<file path="src/rtl/tts_pkg.sv">
// tts_pkg: shared definitions for the truth-table sequencer.
//   state_t / S_* : sequencer FSM encoding (binary, legacy-style constants)
//   CNT_W         : settle-counter width, sized for SETTLE up to 15
package tts_pkg;

   localparam int CNT_W = $clog2(16);

   typedef logic [1:0] state_t;

   localparam state_t S_IDLE    = 2'd0;
   localparam state_t S_SETTLE  = 2'd1;
   localparam state_t S_COMPARE = 2'd2;
   localparam state_t S_DONE    = 2'd3;

endpackage

</file>
<file path="src/rtl/tts_settle_timer.sv">
// tts_settle_timer: loadable down-counter that times how long vec_out is held.
//   clk, rst_n : clock, async active-low reset
//   load       : reload the counter with SETTLE-1
//   dec        : decrement (stops at zero)
//   zero       : counter is zero; the settle window ends this cycle
module tts_settle_timer
   import tts_pkg::*;
#(
   parameter int SETTLE = 1
) (
   input  logic clk,
   input  logic rst_n,
   input  logic load,
   input  logic dec,
   output logic zero
);

   localparam logic [CNT_W-1:0] LOAD_VAL = CNT_W'(SETTLE - 1);

   logic [CNT_W-1:0] cnt;

   always_ff @(posedge clk or negedge rst_n) begin
      if (!rst_n)
         cnt <= '0;
      else if (load)
         cnt <= LOAD_VAL;
      else if (dec && (cnt != '0))
         cnt <= cnt - 1'b1;
   end

   assign zero = (cnt == '0);

endmodule

</file>
<file path="src/rtl/truth_table_sequencer.sv">
// truth_table_sequencer: walks a shared input vector through all 2^N_IN
// values, waits SETTLE cycles per step, then compares a reference output
// against a DUT output and reports the mismatch count, first failing vector
// and a pass flag.
//   clk, rst_n       : clock, async active-low reset
//   start            : request a sweep (only honoured in IDLE)
//   ref_in, dut_in   : outputs of the two implementations under comparison
//   vec_out          : input vector driven to both implementations
//   busy             : sweep in progress (SETTLE or COMPARE)
//   done             : one-cycle pulse at sweep end
//   pass             : last sweep had no mismatches (held until next start)
//   err_cnt          : mismatches in the last/current sweep
//   first_err_vec    : vector of the first mismatch
//   first_err_valid  : first_err_vec holds a captured value
// Build option: define TRUTH_TABLE_SEQ_HALT_ON_MISMATCH_EN to end the sweep
// on the first mismatch (vec_out then holds the failing vector).
module truth_table_sequencer
   import tts_pkg::*;
#(
   parameter int N_IN   = 2,
   parameter int SETTLE = 1
) (
   input  logic            clk,
   input  logic            rst_n,
   input  logic            start,
   input  logic            ref_in,
   input  logic            dut_in,
   output logic [N_IN-1:0] vec_out,
   output logic            busy,
   output logic            done,
   output logic            pass,
   output logic [N_IN:0]   err_cnt,
   output logic [N_IN-1:0] first_err_vec,
   output logic            first_err_valid
);

   state_t state;
   logic   zero;
   logic   load;
   logic   dec;
   logic   mismatch;
   logic   last_vec;
   logic   halt;

   // Case inequality so an X/Z from a floating or contended net counts as a
   // failure instead of silently matching.
   assign mismatch = (ref_in !== dut_in);
   assign last_vec = &vec_out;

`ifdef TRUTH_TABLE_SEQ_HALT_ON_MISMATCH_EN
   assign halt = mismatch;
`else
   assign halt = 1'b0;
`endif

   // Reload on sweep start and whenever COMPARE steps to the next vector.
   assign load = ((state == S_IDLE) && start) ||
                 ((state == S_COMPARE) && !last_vec && !halt);
   assign dec  = (state == S_SETTLE);

   tts_settle_timer #(.SETTLE(SETTLE)) u_timer (
      .clk   (clk),
      .rst_n (rst_n),
      .load  (load),
      .dec   (dec),
      .zero  (zero)
   );

   assign busy = (state == S_SETTLE) || (state == S_COMPARE);
   assign done = (state == S_DONE);

   always_ff @(posedge clk or negedge rst_n) begin
      if (!rst_n) begin
         state           <= S_IDLE;
         vec_out         <= '0;
         pass            <= 1'b0;
         err_cnt         <= '0;
         first_err_vec   <= '0;
         first_err_valid <= 1'b0;
      end else begin
         case (state)
            S_IDLE: begin
               if (start) begin
                  state           <= S_SETTLE;
                  vec_out         <= '0;
                  pass            <= 1'b0;
                  err_cnt         <= '0;
                  first_err_vec   <= '0;
                  first_err_valid <= 1'b0;
               end
            end
            S_SETTLE: begin
               if (zero)
                  state <= S_COMPARE;
            end
            S_COMPARE: begin
               if (mismatch) begin
                  err_cnt <= err_cnt + 1'b1;
                  if (!first_err_valid) begin
                     first_err_vec   <= vec_out;
                     first_err_valid <= 1'b1;
                  end
               end
               if (last_vec || halt) begin
                  state <= S_DONE;
               end else begin
                  vec_out <= vec_out + 1'b1;
                  state   <= S_SETTLE;
               end
            end
            S_DONE: begin
               // err_cnt already includes the final compare here.
               pass  <= (err_cnt == '0);
               state <= S_IDLE;
            end
            default: state <= S_IDLE;
         endcase
      end
   end

endmodule

</file>
<file path="config.mk">
export PLATFORM = sky130hd
export DESIGN_NAME = truth_table_sequencer
export DESIGN_NICKNAME = d
export VERILOG_FILES = /design/src/rtl/tts_pkg.sv /design/src/rtl/tts_settle_timer.sv /design/src/rtl/truth_table_sequencer.sv
export SDC_FILE = /design/constraint.sdc
export NUM_CORES = 1
export LEC_CHECK = 0
export CAP_MARGIN = 30
export CORE_MARGIN = 2
export CORE_UTILIZATION = 51
export CTS_CLUSTER_DIAMETER = 40
export DETAILED_ROUTE_END_ITERATION = 16
export PLACE_DENSITY = 0.87
export SETUP_SLACK_MARGIN = 0.5
export SLEW_MARGIN = 20
export SYNTH_ARGS = -nofsm -noshare
export SYNTH_HDL_FRONTEND = slang
export SYNTH_HIERARCHICAL = 1
export SYNTH_SLANG_ARGS = --single-unit
</file>
<file path="constraint.sdc">
create_clock -name clk -period 2.2 [get_ports clk]
set_input_delay 0.66 -clock clk [delete_from_list [all_inputs] [get_ports clk]]
set_output_delay 0.66 -clock clk [all_outputs]
set_load 0.01 [all_outputs]
</file>
==> results.sh <==
export IMPL_status="finished, final reports clean"
export IMPL_cts_root_buf="clkbuf_4"
export IMPL_num_rows=15
export IMPL_antenna_found_initial=0
export IMPL_crit_path_start_kind="flip-flop"
export IMPL_finalWeightedCongestion=0.746
export IMPL_drv_slew=0
export IMPL_finalNetCount=142
export IMPL_timing_hold_violations_final=0
export IMPL_vias=797
export IMPL_htreeDepth=1
export IMPL_clk_path_buf_depth=2
export IMPL_arrival_ns=1.21
export IMPL_finalClockSkew_ns=0.000647
export IMPL_min_period_ns=1.87
export IMPL_final_setup_viol_count=0
export IMPL_start_util_pct=55.0
export IMPL_core_area_mm2=0.00175
export IMPL_ys_seq_area_share_pct=39.1
export IMPL_drt_iter0_drc=4
export IMPL_power_total_mw=1.77
export IMPL_cts_buffers=3
export IMPL_dr_pass1_iters=4
export IMPL_crit_path_end_kind="output port"
export IMPL_io_pins=16
export IMPL_period_share_pct=85.2
export IMPL_path_class="reg2out"
export IMPL_mostFrequentLayoutCell="dfrtp_1"
export IMPL_overflow=0
export IMPL_routed_wl_um=2200
export IMPL_hold_path_depth=2
export IMPL_portBuffers=15
export IMPL_cts_tree="built"
export IMPL_grt_use_total_pct=22.1
export IMPL_insertion_delay_ns=0.30
export IMPL_dpl_instance_area_mm2=0.00115
export IMPL_clkTransAtPathRegs_ns=0.10
export IMPL_hold_buffers=0
export IMPL_synth_distinct_cells=33
export IMPL_rsz0062_at_grt="yes"
export IMPL_cts_sinks=15
export IMPL_final_cell_mix="dfrtp_1, buf_4, dlygate4sd2_1"
export IMPL_fmax_mhz=534
export IMPL_grt_max_degree=16
export IMPL_post_dp_hpwl_um=1450
export IMPL_ys_ff_latch=15
export IMPL_worstPathMaxFanout=2
export IMPL_grt_pass1_vias=799
export IMPL_antenna_left=0
export IMPL_pre_cts_ws_ns=0.0642
export IMPL_detail_route_wl_per_cell_um=14.7
export IMPL_post_drt_via_cell_ratio=5.31
export IMPL_die_y_um=47.4
export IMPL_powerDensity_mw_per_mm2=1310
export IMPL_tns_ns=0
export IMPL_maxCapViolCount=0
export IMPL_critPathRequiredTime_ns=1.54
export IMPL_p_leak_nw=0.660
export IMPL_hold_path_class="reg2reg"
export IMPL_synth_area_per_cell_um2=10.4
export IMPL_setup_ws_ns=0.326
export IMPL_layout_drive_gt1_share_pct=33.6
export IMPL_peakVddDrop_uv=905
export IMPL_grt_pass1_wl_um=3370
export IMPL_rrSetupSlack_ns=0.48
export IMPL_reg2reg_depth=7
export IMPL_drcViolationCount=0
export IMPL_syn_nets=108
export IMPL_syn_area_um2=960
export IMPL_final_util_pct=77.1
export IMPL_n_antenna_cell=0
export IMPL_die_area_mm2=0.00224
export IMPL_maxSlewHeadroom_pct=77.4
export IMPL_syn_inst=92
export IMPL_synth_warnings=6
export IMPL_final_area_mm2=0.00135
export IMPL_fp_dieW_um=47.4
export IMPL_worstMarginPinSlew_ns=0.334
export IMPL_areaGrowthSynthToFinish_pct=40.3
registers in the layout, summed over array words and instances (netlist names):
signal,count
u_timer/cnt,4
state,2
vec_out,2
first_err_vec,2
first_err_valid,1
pass,1
err_cnt,3
area by class of cell:
cell class	count	area [um^2]
clock buffer	3	22.5
clock inverter	1	5.00
fill	127	399
inverter	11	41.3
multi-input combinational	65	604
sequential	15	375
tap	25	31.3
timing repair buffer	30	267
timing repair:
action | CTS | global route
endpoints found under the setup margin | 20 | 10
buffers inserted | 7 | 6
pin swaps | 2 | 4
gates resized for setup | 28 | 10
worst max-delay path: stages, from the launching register on:
cell	delay (ns)
dfrtp_1	0.42
buf_6	0.13
buf_6	0.11
ha_4	0.15
buf_6	0.11
metrics by stage:
stage,cells,hold WS (ns)
final,150,0.492
after global routing,150,0.541
after CTS,144,0.495
after detailed placement,133,0.479
after global placement,133,0.463
after floorplan,92,0.364
power by group:
part / internal, mW / leakage [nW] / switching (mW) / total [mW]
clock: 0.0678 / 0.0177 / 0.100 / 0.168
sequential: 0.363 / 0.200 / 0.0605 / 0.423
combinational: 0.605 / 0.442 / 0.571 / 1.18
total: 1.04 / 0.660 / 0.732 / 1.77
per-layer routing:
layer / GRT usage, % / up-vias / share of wire, %
li1: - / 384 / -
met1: 25.5 / 390 / 40
met2: 40.3 / 20 / 56
met3: 4.23 / 3 / 2.9
met4: 7.22 / 0 / 1.2
met5: 0 / - / 0
cell usage after synthesis:
cell type | count | area [um^2]
mux2_4 | 1 | 15.0
nor2_1 | 4 | 15.0
mux2_2 | 2 | 22.5
nor3b_2 | 1 | 12.5
nor2_2 | 1 | 6.26
dfrtp_1 | 15 | 375
or2_2 | 1 | 6.26
a21o_1 | 1 | 7.51
a32o_1 | 1 | 10.0
a31o_2 | 1 | 8.76
buf_2 | 1 | 5.00
nand2_1 | 9 | 33.8
ha_1 | 11 | 138
a31o_1 | 1 | 8.76
or4b_4 | 1 | 13.8
o21ai_0 | 2 | 10.0
xnor2_1 | 1 | 8.76
nand3_1 | 2 | 10.0
nor4b_1 | 1 | 8.76
nand2b_1 | 3 | 18.8
a221oi_1 | 1 | 8.76
inv_1 | 11 | 41.3
and2b_1 | 1 | 7.51
nand3b_1 | 2 | 15.0
mux2i_1 | 6 | 60.1
a31oi_1 | 2 | 12.5
a21oi_1 | 3 | 15.0
nor4_2 | 1 | 12.5
nor2b_1 | 1 | 6.26
o211ai_1 | 1 | 7.51
a211oi_4 | 1 | 20.0
a2111o_1 | 1 | 11.3
or3_2 | 1 | 7.51
final timing paths:
kind	start	endpoint
worst max-delay path	state[0]	done
min in group asynchronous	rst_n	state[1]
worst max register to register	state[0]	u_timer/cnt[3]
worst min-delay path	pass	pass
max in group asynchronous	rst_n	pass
worst min register to register	pass	pass
kinds of logic (layout without fill, tap and decap cells):
logic type	Yosys count	after routing	synth area share [%]
muxes	9	9	10.2
and+or+nand+nor	29	29	18.1
xor gates and xnor gates	1	1	0.913
buffers and inverters	12	45	4.82
adders and majority gates	11	11	14.3
AOI/OAI and AO/OA	15	15	12.5
DFF	15	15	39.1
Note: power is estimated with default switching activity, not from simulation.
